### src/rtl/tetris_pkg.sv
// tetris_pkg: shared state/move encodings, geometry constants and piece codes
package tetris_pkg;
  localparam int X_W = 5;
  localparam int Y_W = 5;
  localparam int SPAWN_X = 4;
  typedef enum logic [2:0] {S_IDLE, S_SPAWN, S_PLAY, S_CHECK, S_LOCK, S_OVER} state_t;
  typedef enum logic [2:0] {MK_SPAWN, MK_GRAV, MK_DOWN, MK_ROT, MK_LEFT, MK_RIGHT} kind_t;
  localparam logic [2:0] PC_I = 3'd0;
  localparam logic [2:0] PC_O = 3'd1;
  localparam logic [2:0] PC_T = 3'd2;
  localparam logic [2:0] PC_S = 3'd3;
  localparam logic [2:0] PC_Z = 3'd4;
  localparam logic [2:0] PC_J = 3'd5;
  localparam logic [2:0] PC_L = 3'd6;
endpackage

### src/rtl/move_arbiter.sv
// move_arbiter: priority select of one move event and its candidate pose
module move_arbiter
  import tetris_pkg::*;
#(
  parameter int X_W = tetris_pkg::X_W,
  parameter int Y_W = tetris_pkg::Y_W
) (
  input  logic                  tick,
  input  logic                  btn_down,
  input  logic                  btn_rot,
  input  logic                  btn_left,
  input  logic                  btn_right,
  input  logic signed [X_W-1:0] pos_x,
  input  logic        [Y_W-1:0] pos_y,
  input  logic        [1:0]     rot,
  output logic                  valid,
  output kind_t                 kind,
  output logic signed [X_W-1:0] cand_x,
  output logic        [Y_W-1:0] cand_y,
  output logic        [1:0]     cand_rot
);
  // gravity beats down beats rotate beats left beats right; x/y wrap and the checker rejects
  always_comb begin
    valid = tick | btn_down | btn_rot | btn_left | btn_right;
    kind = tick ? MK_GRAV : btn_down ? MK_DOWN : btn_rot ? MK_ROT : btn_left ? MK_LEFT : MK_RIGHT;
    cand_x = kind == MK_LEFT ? pos_x - X_W'(1) : kind == MK_RIGHT ? pos_x + X_W'(1) : pos_x;
    cand_y = (kind == MK_GRAV || kind == MK_DOWN) ? pos_y + Y_W'(1) : pos_y;
    cand_rot = kind == MK_ROT ? rot + 2'd1 : rot;
  end
endmodule

### src/rtl/piece_fall_ctrl.sv
// piece_fall_ctrl: active-piece FSM with collision-check and lock handshakes
module piece_fall_ctrl
  import tetris_pkg::*;
#(
  parameter int SPAWN_X = tetris_pkg::SPAWN_X,
  parameter int X_W = tetris_pkg::X_W,
  parameter int Y_W = tetris_pkg::Y_W
) (
  input  logic                  clk,
  input  logic                  rst_n,
  input  logic                  start,
  input  logic                  game_clk,
  input  logic                  btn_left,
  input  logic                  btn_right,
  input  logic                  btn_rot,
  input  logic                  btn_down,
  input  logic        [2:0]     piece_in,
  output logic                  ce,
  output logic        [2:0]     piece_type,
  output logic signed [X_W-1:0] pos_x,
  output logic        [Y_W-1:0] pos_y,
  output logic        [1:0]     rot,
  output logic                  chk_req,
  output logic signed [X_W-1:0] chk_x,
  output logic        [Y_W-1:0] chk_y,
  output logic        [1:0]     chk_rot,
  input  logic                  chk_ack,
  input  logic                  chk_ok,
  output logic                  lock_req,
  input  logic                  lock_ack,
  output logic                  game_over,
  output logic        [15:0]    pieces
);
  state_t state;
  kind_t kind, mv_kind;
  logic tick_pend, mv_valid;
  logic signed [X_W-1:0] mv_x;
  logic [Y_W-1:0] mv_y;
  logic [1:0] mv_rot;

  move_arbiter #(.X_W(X_W), .Y_W(Y_W)) u_arb (
    .tick(tick_pend | game_clk), .btn_down(btn_down), .btn_rot(btn_rot),
    .btn_left(btn_left), .btn_right(btn_right), .pos_x(pos_x), .pos_y(pos_y), .rot(rot),
    .valid(mv_valid), .kind(mv_kind), .cand_x(mv_x), .cand_y(mv_y), .cand_rot(mv_rot)
  );

  // game FSM; ce/chk_req/lock_req/game_over are registered alongside each transition
  always_ff @(posedge clk or negedge rst_n) begin
    if (!rst_n) begin
      state <= S_IDLE;
      kind <= MK_SPAWN;
      tick_pend <= 1'b0;
      ce <= 1'b0;
      chk_req <= 1'b0;
      lock_req <= 1'b0;
      game_over <= 1'b0;
      piece_type <= '0;
      pos_x <= '0;
      pos_y <= '0;
      rot <= '0;
      chk_x <= '0;
      chk_y <= '0;
      chk_rot <= '0;
      pieces <= '0;
    end else begin
      if (game_clk && (state == S_SPAWN || state == S_CHECK || state == S_LOCK)) tick_pend <= 1'b1;
      case (state)
        S_IDLE: if (start) state <= S_SPAWN;
        S_SPAWN: begin
          piece_type <= piece_in;
          pos_x <= X_W'(SPAWN_X);
          pos_y <= '0;
          rot <= '0;
          chk_x <= X_W'(SPAWN_X);
          chk_y <= '0;
          chk_rot <= '0;
          kind <= MK_SPAWN;
          chk_req <= 1'b1;
          state <= S_CHECK;
        end
        S_PLAY: if (mv_valid) begin
          chk_x <= mv_x;
          chk_y <= mv_y;
          chk_rot <= mv_rot;
          kind <= mv_kind;
          chk_req <= 1'b1;
          ce <= 1'b0;
          state <= S_CHECK;
          if (mv_kind == MK_GRAV) tick_pend <= 1'b0;
        end
        S_CHECK: if (chk_ack) begin
          chk_req <= 1'b0;
          if (chk_ok) begin
            pos_x <= chk_x;
            pos_y <= chk_y;
            rot <= chk_rot;
            ce <= 1'b1;
            state <= S_PLAY;
          end else if (kind == MK_SPAWN) begin
            game_over <= 1'b1;
            state <= S_OVER;
          end else if (kind == MK_GRAV || kind == MK_DOWN) begin
            lock_req <= 1'b1;
            state <= S_LOCK;
          end else begin
            ce <= 1'b1;
            state <= S_PLAY;
          end
        end
        S_LOCK: if (lock_ack) begin
          lock_req <= 1'b0;
          pieces <= pieces + {15'd0, ~&pieces};
          state <= S_SPAWN;
        end
        S_OVER: if (start) begin
          pieces <= '0;
          game_over <= 1'b0;
          state <= S_SPAWN;
        end
        default: state <= S_IDLE;
      endcase
    end
  end
endmodule

### config.mk
export PLATFORM = sky130hd
export DESIGN_NAME = piece_fall_ctrl
export DESIGN_NICKNAME = d
export VERILOG_FILES = /design/src/rtl/tetris_pkg.sv /design/src/rtl/move_arbiter.sv /design/src/rtl/piece_fall_ctrl.sv
export SDC_FILE = /design/constraint.sdc
export NUM_CORES = 1
export LEC_CHECK = 0
export ABC_AREA = 1
export CORE_ASPECT_RATIO = 0.75
export CORE_UTILIZATION = 55
export CTS_CLUSTER_SIZE = 30
export DETAILED_ROUTE_END_ITERATION = 12
export DONT_BUFFER_PORTS = 1
export PLACE_DENSITY = 0.73
export SYNTH_ARGS = -nofsm -noshare
export SYNTH_HDL_FRONTEND = slang
export SYNTH_HIERARCHICAL = 1
export SYNTH_SLANG_ARGS = --single-unit
### constraint.sdc
create_clock -name clk -period 1.8 [get_ports clk]
set_clock_uncertainty 0.1 [all_clocks]
set_input_delay 0.27 -clock clk [delete_from_list [all_inputs] [get_ports clk]]
set_output_delay 0.27 -clock clk [all_outputs]
set_load 0.01 [all_outputs]
* Yosys cells after proc, flatten, opt, wreduce, memory -nomap -nowiden *
Cells that the tools add are included.

operators by class
  $add $sub $neg = 5
  equal/unequal tests = 24
  muxes and demuxes = 60
  bitwise operators = 5
  reductions and logical operators = 25

operator list
  cell                                           count
  2-to-1 mux 5 bit                               9
  case mux 5 bit (2 select lines)                4
  2-to-1 mux 3 bit                               11
  2-to-1 mux 16 bit                              2
  case mux 16 bit (2 select lines)               1
  2-to-1 mux 1 bit                               21
  adder 16 x 1 -> 16 bit                         1
  AND reduction 16 bit                           1
  == test 3 x 2 -> 1 bit, second input constant  5
  case mux 3 bit (5 select lines)                1
  != test 2 bit, second input constant           7
  == test 3 bit, second input constant           4
  nonzero test 2 bit                             6
  AND reduction 5 bit                            2
  == test 3 x 1 -> 1 bit, second input constant  3
  AND reduction 3 bit                            3
  2-to-1 mux 2 bit                               4
  case mux 2 bit (2 select lines)                2
  logical NOT 3 bit                              2
  != test 2 x 1 -> 1 bit, second input constant  3
  != test 3 bit, second input constant           2
  case mux 1 bit (2 select lines)                3
  case mux 3 bit (2 select lines)                1
  AND reduction 6 bit                            1
  13 further kinds                               20

word-level totals
  flip-flop bits (word level) = 54
  input port bits = 14
  output and inout bits = 47
  logic and storage cells = 134

* Depth between registers and ports, before layout *
  word-level depth = 9
  mapped depth = 12
  gate-level depth less buffers = 12

* Hierarchy *
The synthesis kept the hierarchy.

modules (own cells, without submodules)
  module           instances  cells an instance  area an instance (µm²)  sequential area each (µm²)
  piece_fall_ctrl  1          360                2758.9                  1351.3
  move_arbiter     1          67                 371.6                   0.0

* Least setup slack after synthesis *
No wires, ideal clock.

  path type = register to register
  from = register pieces[4]
  to = register pieces[4]
  data arrival time = 1676 ps
  required time = 1573 ps
  path slack = -103 ps
  cell stages (with the launch flop) = 10
  path through = dfrtp_1 > nand2_1 > nor4_1 > nand3_1 > ha_1 > nand2_1 > nor2_1 > or2_2 > nand3_1 > o21ai_0

between the ends
  word-level cells in the longest chain between the ends = 5

ends and longest elaborated chain
  element                               line                    RTL
  from (decl)                           piece_fall_ctrl.sv:32   output logic [15:0] pieces
  from (signal assigned)                piece_fall_ctrl.sv:112  pieces <= pieces + {15'd0, ~&pieces};
  AND reduction 16 bit                  piece_fall_ctrl.sv:112
  logical NOT 1 bit                     piece_fall_ctrl.sv:112
  adder 16 x 1 -> 16 bit (*)            piece_fall_ctrl.sv:112
  2-to-1 mux 16 bit (*)                 piece_fall_ctrl.sv:110  S_LOCK: if (lock_ack) begin
  case mux 16 bit (2 select lines) (*)  piece_fall_ctrl.sv:67   case (state)

Mark *: on every way between the ends. The rest lies on a longest branch, timed or not. The select of a mux whose other input is x is not followed.
A chain may end at the register's enable or synchronous reset.

* Worst setup path after layout *
  from = register pieces[0]
  to = register pieces[7]

Same word-level chain as after synthesis.

==> reports/qor.csv <==
stage;metric;value;unit
run_status;status;completed;
critical_path;Worst R2R Path Depth;9;
cts;Clock Pin Slew Worst Setup and Hold Paths;0.10;ns
final_layout;final std cells w/o fill;546;
yosys;Synth Area in XOR/XNOR;2.24;%
final_layout;fin util;69.9;%
pwr;Power, Total;5660;uW
final_layout;fin nets;489;
yosys;synth warn;6;
cts;CTS tree;done;
cts;clk_lat worst skew;0.31;ns
drt;TritonRoute pass-1 iters;5;
place;Port Buffers;0;
pwr;PD cells;1500;nW/um^2
yosys;Synth Register Bits;54;
die;Die Wd;89.1;um
yosys;Mean Syn Cell Area;7.33;um^2
global_routing;largest net degree at the start of global routing;55;
critical_path;Critical Path Source Type;flip-flop;
yosys;Main synth FF type;dfrtp_1;
die;Rows;23;
drt;total number of vias;2992;
final_layout;fillcell total;462;
critical_path;critical path's slowest cell;dfrtp_1;
place;placed wire-length estimate;5680;um
final_layout;commonest non-fill, non-tap cell in the layout;nand2_1;
timing;Fmax;0.556;GHz
drt;DR iter-0 viols;238;
die;Die Ht;67.3;um
die;Die Area;6000;um^2
drt;final wirelength;8130;um
critical_path;cells along the critical path;inv_2 -> nor4_2 -> nand3_1 -> ha_2 -> nand3_1 -> nor2_1 -> nand2_1 -> nand3_1 -> o21ai_1;
cts;root buffer cell;clkbuf_8;
timing;Max transition margin;76.8;%
worst_hold_path;Worst Min Path Start;piece_in[2];
final_layout;Layout area overhead;20.9;%
yosys;post-synthesis adder-cell area fraction;2.00;%
yosys;number of enable flip-flop cells after synthesis;0;
die;Initial Util;57.9;%
final_layout;diode count;0;
yosys;mux contribution to synthesized area;1.44;%
drt;vias per inst;5.48;
timing;Pins Over Slew Limit;0;
final_layout;share of post-route cells with drive strength above 1;19.1;%
die;core box area;5410;um^2
pwr;maximum VDD drop;0.000849;V
cts;clk buf depth;2;
critical_path;arrival time worst endpoint;1.94;ns
yosys;Syn Inst Count;427;
yosys;post-synthesis simple-gate area fraction;29.9;%
place;dpl cells;529;
cts;htree depth;2;
yosys;async set or reset register ratio after synthesis;100;%
final_layout;most frequent cells in the layout;nand2_1, inv_1, dfrtp_1, nand3_1, buf_4;
drt;remaining antenna violation count after routing;0;
yosys;largest family of logic cells by synthesized area;simple AND/OR/NAND/NOR gates;
timing;RSZ-0062 raised after global routing;yes;
final_layout;multi-input logic area;1550;um^2
timing;post-layout min period;1.80;ns
critical_path;Critical Path End;pieces[7]$_DFFE_PN0P_;
critical_path;Worst R2R End;pieces[7]$_DFFE_PN0P_;
yosys;sequential fraction of the synthesis area;43.2;%
yosys;Mapped Nets;446;
place;placer congestion estimate;0.912;
timing;Final Cycle Share;99.9;%
pwr;Leakage;0.00188;uW
timing;worst-margin pin slew;0.348;ns
yosys;mapped cell area;3130;um^2
final_layout;Reg area;1350;um^2
global_routing;Global Route Usage Sum;27.5;%
timing;final setup fails;0;
critical_path;Crit. Startpoint;pieces[0]$_DFFE_PN0P_;
global_routing;first-pass GRT wire length;12500;um
timing;count of final hold-check violations;0;
critical_path;WP data required;1.94;ns
critical_path;Worst path max stage delay;0.39;ns
yosys;Synth cell types;32;
critical_path;crit-path max FO;4;
critical_path;Crit Path Class;reg -> reg;
flow_run;MaxCap Viol Count;0;
cts;TritonCTS buffer count;5;
critical_path;endpoint class of the critical path;flip-flop;
yosys;Compound-Gate Fraction of Synth Area;11.2;%
critical_path;worst r2r src;pieces[0]$_DFFE_PN0P_;
worst_hold_path;Hold WC Path Type;in -> reg;
drt;detailed-route wire length per cell;14.9;um
drt;DRC Markers;0;
critical_path;R2R setup slack;0.002;ns
die;I/O Pins;61;
global_routing;vias in the first global route;2581;
cts;CTS Sinks;54;
critical_path;most used cell along the critical path;nand3_1;
global_routing;grt total ovfl;0;
global_routing;initial antenna violation count;0;
[power by group]
group	leakage [uW]	total, uW	switching, uW	internal (uW)
Clock	0.0000618	877	419	458
Combinational	0.00112	2950	1770	1190
Sequential	0.000697	1840	298	1540
Total	0.00188	5660	2480	3180
[per-layer routing]
metal  share of wire (%)  track usage (%)  up-vias
met4                0.95             6.35        0
met1                  47             41.0     1410
met3                 7.4             5.75        9
met2                  44             40.9      109
li1                    -                -     1464
met5                   0                0        -
[cells in the mapped netlist, types with 3 or more instances]
cell type  count  area, um^2
or2_2          3        18.8
nand4_1       14        87.6
nor2_1        28         105
ha_1           5        62.6
o21ai_0       49         245
nor3_1         3        15.0
a21oi_1        8        40.0
nand3_1       47         235
xnor2_1        4        35.0
inv_1         65         244
nand2_1      111         417
dfrtp_1       54        1350
inv_2          3        11.3
xor2_1         4        35.0
buf_2          4        20.0
mux2_2         4        45.0
buf_4          4        30.0
[layout make-up]
cell class / instances / area share [%]
Clock inverter: 2 / 1.03
Inverter: 68 / 6.75
Tap cell: 75 / 2.48
Sequential cell: 54 / 35.8
Timing Repair Buffer: 46 / 10.8
Clock buffer: 6 / 2.18
Multi-Input combinational cell: 295 / 40.9
[metrics by stage]
step                TNS, ns  hold slack [ns]  cell area, um^2  worst slack (ns)
floorplan           -0.0174           -0.126             3140           -0.0110
global placement    -0.0272           -0.124             3470           -0.0272
detailed placement   -0.247           -0.124             3470           -0.0799
CTS                  -0.120          0.00185             3650           -0.0285
global route          -1.08          0.00431             3780            -0.119
finish                    0           0.0127             3780           0.00155
[critical path, delay by kind of cell, from the launching register on]
kind / cells / cell delay [ns]
AND/OR/NAND/NOR: 6 / 0.80
flip-flops: 1 / 0.39
adder cells (fa/ha/maj): 1 / 0.24
AO/OA/AOI/OAI: 1 / 0.14
buffers and inverters: 1 / 0.06
[kinds of logic after synthesis]
logic type / after synthesis
AND/OR/NAND/NOR: 213
AO/OA/AOI/OAI: 65
buffers and inverters: 78
adder cells (fa/ha/maj): 5
multiplexers: 4
flip-flops: 54
XOR/XNOR: 8
[worst min-delay path by stage]
stage	end	slack [ns]	cells past startpoint
finish	piece_type[2]$_DFFE_PN0P_	0.01	1
global placement	pos_x[2]$_DFFE_PN0P_	-0.12	0
CTS	piece_type[0]$_DFFE_PN0P_	0.002	1
floorplan	ce$_DFFE_PN0P_	-0.13	0
global route	piece_type[2]$_DFFE_PN0P_	0.004	1
detailed placement	chk_x[3]$_DFFE_PN0P_	-0.12	0
[repair_timing]
| action | in CTS | in global routing |
|---|---|---|
| buffers inserted | 1 | 3 |
| gates resized for setup | 5 | 33 |
| hold endpoints to repair | 54 | 2 |
| gates cloned | 0 | 1 |
| setup endpoints to repair | 10 | 43 |
| pin swaps | 2 | 12 |
| hold buffers | 2 | 2 |
[flip-flops by register name (all words and copies together) (netlist names)]
register / flops
chk_x: 5
lock_req: 1
chk_req: 1
pos_y: 5
rot: 2
kind: 3
state: 3
game_over: 1
chk_rot: 2
ce: 1
pieces: 16
piece_type: 3
pos_x: 5
tick_pend: 1
chk_y: 5
No activity file was read; power rests on OpenSTA's default activity.
